$ cat config.mk
export PLATFORM = sky130hd
export DESIGN_NAME = motor_ramp_sequencer_flat
export DESIGN_NICKNAME = d
export VERILOG_FILES = /design/src/rtl/motor_ramp_sequencer_pkg.sv /design/src/rtl/motor_ramp_sequencer_if.sv /design/src/rtl/ramp_tick_gen.sv /design/src/rtl/motor_ramp_sequencer.sv /design/src/flat_wrapper.sv
export SDC_FILE = /design/constraint.sdc
export NUM_CORES = 1
export LEC_CHECK = 0
export ABC_AREA = 1
export CORE_ASPECT_RATIO = 1.5
export CORE_MARGIN = 2
export CORE_UTILIZATION = 60
export CTS_BUF_LIST = sky130_fd_sc_hd__clkbuf_16
export CTS_CLUSTER_DIAMETER = 200
export CTS_CLUSTER_SIZE = 16
export DETAILED_ROUTE_END_ITERATION = 8
export DONT_BUFFER_PORTS = 1
export PLACE_DENSITY = 0.76
export SYNTH_ARGS = -nofsm -noshare
export SYNTH_HDL_FRONTEND = slang
export SYNTH_SLANG_ARGS = --single-unit
$ cat constraint.sdc
create_clock -name clk -period 6.4 [get_ports clk]
set_clock_uncertainty 0.2 [all_clocks]
set_input_delay 1.28 -clock clk [delete_from_list [all_inputs] [get_ports clk]]
set_output_delay 1.28 -clock clk [all_outputs]
set_load 0.02 [all_outputs]
$ cat src/rtl/motor_ramp_sequencer_pkg.sv
// motor_pkg: shared state encoding and default speed-word width for the ramp sequencer.
package motor_pkg;
   localparam int DEF_WIDTH = 8;
   typedef enum logic [1:0] {IDLE, RAMP_UP, RAMP_DOWN, HOLD} state_e;
endpackage

$ cat src/rtl/motor_ramp_sequencer_if.sv
// motor_ramp_sequencer_if: command handshake, estop and PWM-facing outputs of the sequencer.
interface motor_ramp_sequencer_if #(parameter int WIDTH = motor_pkg::DEF_WIDTH);
   logic             cmd_valid;
   logic [WIDTH-1:0] cmd_speed;
   logic             cmd_ready;
   logic             estop;
   logic [WIDTH-1:0] speed;
   logic             enable;
   logic             busy;
   logic             at_target;
   modport master (output cmd_valid, cmd_speed, estop, input cmd_ready, speed, enable, busy, at_target);
   modport slave (input cmd_valid, cmd_speed, estop, output cmd_ready, speed, enable, busy, at_target);
endinterface

$ cat src/rtl/ramp_tick_gen.sv
// ramp_tick_gen: counts 0..DIV-1 while run is high and pulses tick on the wrap cycle.
module ramp_tick_gen #(
   parameter int DIV = 16
) (
   input  logic clk,
   input  logic rst_n,
   input  logic clr,
   input  logic run,
   output logic tick
);
   localparam int CW = DIV > 1 ? $clog2(DIV) : 1;
   logic [CW-1:0] cnt_q, cnt_d;
   assign tick  = run & (cnt_q == CW'(DIV - 1));
   assign cnt_d = (clr || !run || tick) ? '0 : cnt_q + 1'b1;
   always_ff @(posedge clk or negedge rst_n)
      if (!rst_n) cnt_q <= '0;
      else cnt_q <= cnt_d;
endmodule

$ cat src/rtl/motor_ramp_sequencer.sv
// motor_ramp_sequencer: ramps a registered PWM duty word toward a commanded target in
// RAMP_STEP increments every RAMP_DIV cycles, with a level-sensitive emergency stop.
module motor_ramp_sequencer
   import motor_pkg::*;
#(
   parameter int WIDTH     = DEF_WIDTH,
   parameter int RAMP_DIV  = 16,
   parameter int RAMP_STEP = 4
) (
   input logic                   clk,
   input logic                   rst_n,
   motor_ramp_sequencer_if.slave bus
);
   state_e           state_q, state_d;
   logic [WIDTH-1:0] speed_q, speed_d, target_q, target_d, ramp_speed;
   logic             enable_q, enable_d, busy_q, busy_d, at_target_q, at_target_d, ready_q, ready_d;
   logic             accept, tick;
   logic [WIDTH:0]   step_w, up_sum, dn_diff;
   // estop gates ready without a cycle of delay so no command slips in on the estop edge
   assign bus.cmd_ready = ready_q & ~bus.estop;
   assign bus.speed     = speed_q;
   assign bus.enable    = enable_q;
   assign bus.busy      = busy_q;
   assign bus.at_target = at_target_q;
   assign accept  = bus.cmd_valid & bus.cmd_ready;
   assign step_w  = (WIDTH + 1)'(RAMP_STEP);
   assign up_sum  = {1'b0, speed_q} + step_w;
   assign dn_diff = {1'b0, speed_q} - step_w;
   // the extra top bit catches both overflow on the way up and underflow on the way down
   assign ramp_speed = (state_q == RAMP_UP)
      ? ((up_sum > {1'b0, target_q}) ? target_q : up_sum[WIDTH-1:0])
      : ((dn_diff[WIDTH] || dn_diff < {1'b0, target_q}) ? target_q : dn_diff[WIDTH-1:0]);
   ramp_tick_gen #(.DIV(RAMP_DIV)) u_tick (
      .clk  (clk),
      .rst_n(rst_n),
      .clr  (accept | bus.estop),
      .run  (busy_q),
      .tick (tick)
   );
   always_ff @(posedge clk or negedge rst_n)
      if (!rst_n) begin
         state_q     <= IDLE;
         speed_q     <= '0;
         target_q    <= '0;
         enable_q    <= 1'b0;
         busy_q      <= 1'b0;
         at_target_q <= 1'b0;
         ready_q     <= 1'b0;
      end else begin
         state_q     <= state_d;
         speed_q     <= speed_d;
         target_q    <= target_d;
         enable_q    <= enable_d;
         busy_q      <= busy_d;
         at_target_q <= at_target_d;
         ready_q     <= ready_d;
      end
   always_comb begin
      state_d  = state_q;
      speed_d  = speed_q;
      target_d = target_q;
      if (bus.estop) begin
         state_d  = IDLE;
         speed_d  = '0;
         target_d = '0;
      end else if (accept) begin
         target_d = bus.cmd_speed;
         state_d  = (bus.cmd_speed > speed_q) ? RAMP_UP
                  : (bus.cmd_speed < speed_q) ? RAMP_DOWN
                  : (bus.cmd_speed != '0) ? HOLD : IDLE;
      end else if (tick) begin
         speed_d = ramp_speed;
         state_d = (ramp_speed != target_q) ? state_q : (target_q != '0) ? HOLD : IDLE;
      end
   end
   always_comb begin
      enable_d    = state_d != IDLE;
      busy_d      = state_d == RAMP_UP || state_d == RAMP_DOWN;
      at_target_d = state_d == HOLD;
      ready_d     = (state_d == IDLE || state_d == HOLD) && !bus.estop;
   end
endmodule

$ cat src/flat_wrapper.sv
// flat-port wrapper written by rule: the top's interface ports become plain ports
module motor_ramp_sequencer_flat import motor_pkg::*;
#(
   parameter int WIDTH     = DEF_WIDTH,
   parameter int RAMP_DIV  = 16,
   parameter int RAMP_STEP = 4
)
  (clk, rst_n, bus_cmd_valid, bus_cmd_speed, bus_estop, bus_cmd_ready, bus_speed, bus_enable, bus_busy, bus_at_target);
  motor_ramp_sequencer_if #(.WIDTH(WIDTH)) bus_i ();
  input logic clk;
  input logic rst_n;
  input wire logic [$bits(bus_i.cmd_valid)-1:0] bus_cmd_valid;
  input wire logic [$bits(bus_i.cmd_speed)-1:0] bus_cmd_speed;
  input wire logic [$bits(bus_i.estop)-1:0] bus_estop;
  output wire logic [$bits(bus_i.cmd_ready)-1:0] bus_cmd_ready;
  output wire logic [$bits(bus_i.speed)-1:0] bus_speed;
  output wire logic [$bits(bus_i.enable)-1:0] bus_enable;
  output wire logic [$bits(bus_i.busy)-1:0] bus_busy;
  output wire logic [$bits(bus_i.at_target)-1:0] bus_at_target;
  assign bus_i.cmd_valid = bus_cmd_valid;
  assign bus_i.cmd_speed = bus_cmd_speed;
  assign bus_i.estop = bus_estop;
  assign bus_cmd_ready = bus_i.cmd_ready;
  assign bus_speed = bus_i.speed;
  assign bus_enable = bus_i.enable;
  assign bus_busy = bus_i.busy;
  assign bus_at_target = bus_i.at_target;
  motor_ramp_sequencer #(.WIDTH(WIDTH), .RAMP_DIV(RAMP_DIV), .RAMP_STEP(RAMP_STEP)) u_core (.clk(clk), .rst_n(rst_n), .bus(bus_i));
endmodule
## Yosys cells after proc, flatten, opt, wreduce, memory -nomap -nowiden

Index checks and enable logic that the tools add are counted.

- Add/subtract/negate cells: 3
- Order comparisons: 4
- Equal/unequal tests: 7
- Muxes and demuxes: 17
- Bitwise logic cells: 5
- Reduce and logical (&&, ||, !) cells: 15

Operators with widths:

| operator | number |
|---|---|
| $mux 8 | 8 |
| $mux 2 | 8 |
| $reduce_bool 8->1 | 2 |
| $add 8x3->9 const B | 1 |
| $gt 9x8->1 | 1 |
| $lt 9x8->1 | 1 |
| $sub 8x3->9 const B | 1 |
| $gt 8x8->1 | 1 |
| $lt 8x8->1 | 1 |
| $ne 8x8->1 | 1 |
| $reduce_bool 2->1 | 3 |
| $logic_or 1x1->1 | 5 |
| $add 4x1->4 const B | 1 |
| $eq 2x1->1 const B | 2 |
| $eq 2x2->1 const B | 2 |
| $eq 4x4->1 const B | 1 |
| $mux 4 | 1 |
| $and 1x1->1 | 3 |
| $logic_not 1->1 | 2 |
| $logic_not 2->1 | 1 |
| $ne 2x2->1 const B | 1 |
| $reduce_and 2->1 | 1 |
| $logic_and 1x1->1 | 1 |
| $not 1->1 | 1 |
| $or 1x1->1 | 1 |

- Register bits after elaboration: 26
- Output and inout port bits: 12

## Logic depth before layout (Yosys ltp)

- Depth after elaboration: 13
- Gate-level depth with buffers: 28
- Mapped depth without buffers: 28

## Modules after synthesis

A second synthesis with hierarchy kept.

- Cell total of the unflattened synthesis: 345
- Area total of the unflattened synthesis: 2,387.3 um^2

Modules (own cells, without submodules):

| module | instances | cells an instance | area each (um^2) | sequential area each (um^2) |
|---|---|---|---|---|
| motor_ramp_sequencer | 1 | 324 | 2,198.4 | 550.5 |
| ramp_tick_gen | 1 | 21 | 188.9 | 100.1 |

## Worst setup path before layout

OpenSTA, ideal clock, no wires.

- Path kind: register -> register
- Start: reg u_core.speed_q[2] (netlist: u_core.bus.speed[2])
- End: reg u_core.ready_q
- Setup time: 0.071 ns
- Arrival time: 3.217 ns
- Setup slack: 2.911 ns
- Cell stages (with the launch flop): 26
- Path buffers: 0
- Period minus slack after synthesis: 3.489 ns
- Cell sequence: dfrtp_1 > inv_1 > ha_1 > nand2_1 > xor2_1 > inv_1 > ha_1 > a21o_1 > nand3_1 > nand2_2 > nor2_4 > nand2_4 > nand2_8 > nand2_2 > nand2_1 > nand2_1 > nand3_1 > nand2_1 > nor2_2 > nand3_1 > nand2_1 > nand3_1 > nand2_2 > inv_2 > ha_1 > nor2_1

- Word-level cells in the longest chain between the ends: 13

RTL lines:

| element | RTL line | text |
|---|---|---|
| start, declared | motor_ramp_sequencer.sv:15 | `logic [WIDTH-1:0] speed_q, speed_d, target_q, target_d, ramp_speed;` |
| start signal, assigned | motor_ramp_sequencer.sv:51 | `speed_q <= speed_d;` |
| $sub 8x3->9 | motor_ramp_sequencer.sv:28 | `assign dn_diff = {1'b0, speed_q} - step_w;` |
| $lt 9x8->1 | motor_ramp_sequencer.sv:32 | `: ((dn_diff[WIDTH] \|\| dn_diff < {1'b0, target_q}) ? target_q : dn_diff[WIDTH-1:0]);` |
| $logic_or 1x1->1 | motor_ramp_sequencer.sv:32 |  |
| $mux 8 | motor_ramp_sequencer.sv:32 |  |
| $mux 8 | motor_ramp_sequencer.sv:31 | `? ((up_sum > {1'b0, target_q}) ? target_q : up_sum[WIDTH-1:0])` |
| $ne 8x8->1 | motor_ramp_sequencer.sv:73 | `state_d = (ramp_speed != target_q) ? state_q : (target_q != '0) ? HOLD : IDLE;` |
| $mux 2 | motor_ramp_sequencer.sv:73 |  |
| $mux 2 | motor_ramp_sequencer.sv:71 | `end else if (tick) begin` |
| $mux 2 (*) | motor_ramp_sequencer.sv:66 | `end else if (accept) begin` |
| $mux 2 (*) | motor_ramp_sequencer.sv:62 | `if (bus.estop) begin` |
| net u_core.state_d[0] | motor_ramp_sequencer.sv:14 | `state_e state_q, state_d;` |
| $eq 2x2->1 or $logic_not 2->1 (tied branches) | motor_ramp_sequencer.sv:80 | `ready_d = (state_d == IDLE \|\| state_d == HOLD) && !bus.estop;` |
| $logic_or 1x1->1 (*) | motor_ramp_sequencer.sv:80 |  |
| $logic_and 1x1->1 (*) | motor_ramp_sequencer.sv:80 |  |
| net u_core.ready_d | motor_ramp_sequencer.sv:16 | `logic enable_q, enable_d, busy_q, busy_d, at_target_q, at_target_d, ready_q, ready_d;` |
| end signal, assigned | motor_ramp_sequencer.sv:56 | `ready_q <= ready_d;` |
| end, declared | motor_ramp_sequencer.sv:16 |  |

Mark *: on every way through the listed nets, which the timed path passes. The rest lies on a longest branch.
A chain may end at the register's enable or synchronous reset.

## Worst setup path in the final report

Ends and elaborated chain as after synthesis.

==> summary.txt <==
Drt
  • Drt pass-1 iters: 4
  • DR vias: approximately 2.3k
  • Met3 WL: 400 um
  • Drt drc: 0
  • Iter 0 DRT Violations: 121
  • Top layer in use: met4
  • Vias per cell: 6.07
  • Detail Route Antenna Nets: 0
  • Met2 wire length: 3.34 mm
  • Routed wire length: 6.50 mm
  • Mean routed wirelength per cell: 17.3 um
  • Metal-1 WL: 2.29 mm

Pwr
  • Internal power: around 0.29 mW
  • Flop pwr share: 0.421
  • Sw Pwr: 0.139 mW
  • Comb power frac: 0.249
  • Sw Ratio: 0.325
  • Total power: about 0.43 mW
  • Maximum vdd drop: 0.219 mV
  • Clock share of power: 0.330
  • Static Leak: between 1 and 1.5 nW
  • Pwr Density: 173 mW/mm^2

Floorplanning
  • # IOs: 24
  • Die ar.: 0.00445 sq mm
  • Row count: 27
  • Die span in y: 80.7 um
  • Starting Density: 0.633
  • Chip Width: 55.1 um
  • Core Area: 0.00372 sq mm

Global routing
  • Vias in the first global route: 2267
  • Total gr overflow: 0
  • Largest net degree at the start of global routing: 27
  • First-pass GRT wire length: 10.7 mm
  • Total GRT Usage: 0.339
  • Antenna violations before repair: 0

Place
  • DP Worst Slack: 2.28 ns
  • Placer Congestion: 1.02
  • HPWL Detailed: 5.21 mm
  • Port bufs: 0
  • Placed cell count: ~370

STA
  • Fin. Hold Viols: 0
  • Unrepaired setup endpoints after global routing: no
  • Worst Setup Slack, final: 2.25 ns
  • Final setup viols: 0
  • Fmax: about 0.24 GHz
  • Setup_tns: 0 ns
  • Final min period: a little over 4 ns
  • Worst Tran Pin Value: 0.813 ns
  • Tcrit/Tclk final: 0.649
  • Hold_ws: 0.274 ns
  • Max_slew headroom: 0.456
  • Max-slew violations: 0

Finish
  • Fin nets: 372
  • Layout cell share with drive strength beyond 1: 0.0901
  • Most common cell after layout, fill and taps aside: nand2_1
  • Register area: 651 sq um
  • Finished Layout Cells: 376
  • Area grow syn2layout: 4.47%
  • Commonest non-fill, non-tap cells in the layout: nand2_1, nand3_1, inv_1
  • # diodes: 0
  • FILL cells: around 360
  • Area of the multi-input gates: 0.00148 sq mm

Synthesis
  • Mapped Nets: 372
  • Register area share after synthesis: 0.276
  • Cells after synthesis: 334
  • Avg Cell Area, Syn: a little over 7 sq um
  • Synth cell types: 31
  • Async SR Flop Fraction: 1.00
  • Yosys Warn Count: 0
  • Ys flop type: dfrtp_1
  • Seq cells post-synth: 26
  • Post-Syn Area: 0.00235 sq mm
  • Post-synth EDFFs: 0

Min path
  • Min-Delay Path Class: flop to flop
  • WHS Path Cells: 1

Clocking
  • Clock latency on the worst-skew pair: 0.27 ns
  • Post-CTS sizing: 0
  • CTS tree: done
  • CTS Hold Bufs: 0
  • Post-CTS Setup Inserts: 0
  • Clock buffer depth: 2
  • Clock sink count: 26
  • Worst-path clk slew: 0.06 ns
  • H-tree levels: 1
  • Total CTS buffers: 3
  • Clk root buf: clkbuf_16

Worst setup path
  • WP data arrival: a little over 4 ns
  • CP Launch Type: flop
  • FF-to-FF path depth: 27
  • Worst Setup End Kind: flop
  • Critical path required time: 6.40 ns
  • Crit path kind: flop to flop
  • CP max FO: 10

Status
  • Status: completed

Run
  • Max cap viols: 0
power groups by stage:
stage	registers [mW]	logic, mW	clock network (mW)
after floorplan	0.180	0.0817	0
after global placement	0.182	0.103	0
after detailed placement	0.182	0.104	0
after CTS	0.179	0.105	0.140
after global routing	0.180	0.120	0.145
final	0.179	0.106	0.141
path summary, 6_finish.rpt:
path | endpoint | start | slack [ns]
hold reg to reg | u_core.u_tick.cnt_q[0]$_DFF_PN0_ | u_core.u_tick.cnt_q[0]$_DFF_PN0_ | 0.27
max in group asynchronous | u_core.bus.speed[0]$_DFFE_PN0P_ | rst_n | 5.42
setup reg to reg | u_core.ready_q$_DFF_PN0_ | u_core.bus.speed[2]$_DFFE_PN0P_ | 2.25
min in group asynchronous | u_core.target_q[4]$_DFFE_PN0P_ | rst_n | 0.51
hold / removal | u_core.u_tick.cnt_q[0]$_DFF_PN0_ | u_core.u_tick.cnt_q[0]$_DFF_PN0_ | 0.27
setup / recovery | u_core.ready_q$_DFF_PN0_ | u_core.bus.speed[2]$_DFFE_PN0P_ | 2.25
critical path: stages (launching register included):
cell and delay [ns]:
dfrtp_1 0.56, inv_1 0.22, ha_1 0.30, nand2_1 0.10, xor2_1 0.27, inv_1 0.08, ha_1 0.30, nand2_1 0.05
inv_1 0.06, nand3_2 0.10, clkinv_1 0.07, nand3_1 0.11, nand2_4 0.19, nand2_8 0.10, nand2_1 0.10, nand2_1 0.06
nand2_1 0.07, nand3_1 0.08, nand2_1 0.10, nand2_1 0.08, nor2_2 0.11, nand3_1 0.10, nand2_1 0.08, nand3_1 0.07
nand2_2 0.11, inv_2 0.03, ha_1 0.29, nor2_1 0.09
state kept, by name, summed over array words and instances, names as in the netlist:
signal,count
u_core.target_q,8
u_core.ready_q,1
u_core.bus.at_target,1
u_core.bus.busy,1
u_core.bus.speed,8
u_core.u_tick.cnt_q,4
u_core.bus.enable,1
u_core.state_q,2
synth_stat cells (6+ instances only):
| master | count | area share |
|---|---|---|
| nand2_1 | 86 | 0.14 |
| nand3_1 | 51 | 0.11 |
| inv_1 | 47 | 0.075 |
| dfrtp_1 | 26 | 0.28 |
| ha_1 | 26 | 0.14 |
| nor2_1 | 19 | 0.030 |
| o21ai_0 | 11 | 0.023 |
| o22ai_1 | 8 | 0.021 |
| xor2_1 | 7 | 0.026 |
| a21oi_1 | 6 | 0.013 |
| nand2_2 | 6 | 0.016 |
| nand3_2 | 6 | 0.026 |
| nor2_2 | 6 | 0.016 |
cells by family after synthesis:
group,share of synthesized area
buffers and inverters,0.0930
adder cells (fa/ha/maj),0.138
AO/OA/AOI/OAI,0.0813
XOR/XNOR,0.0298
AND/OR/NAND/NOR,0.381
flip-flops,0.276
area by class of cell:
| cell class | instances | area share |
|---|---|---|
| multi-input combinational | 252 | 0.604 |
| tap | 43 | 0.0219 |
| clock inverter | 1 | 0.00153 |
| sequential | 26 | 0.265 |
| clock buffer | 3 | 0.0305 |
| inverter | 51 | 0.0779 |
per-stage QoR:
step / utilization / area, sq um
finish: 0.662 / 2460
global route: 0.662 / 2460
CTS: 0.662 / 2460
detailed placement: 0.640 / 2380
global placement: 0.640 / 2380
floorplan: - / 2350
routing by layer:
metal,GRT usage,vias up
li1,-,1090
met1,0.356,1069
met2,0.580,88
met3,0.0558,34
met4,0.239,0
met5,0,-
Note: power is estimated with default switching activity, not from simulation.
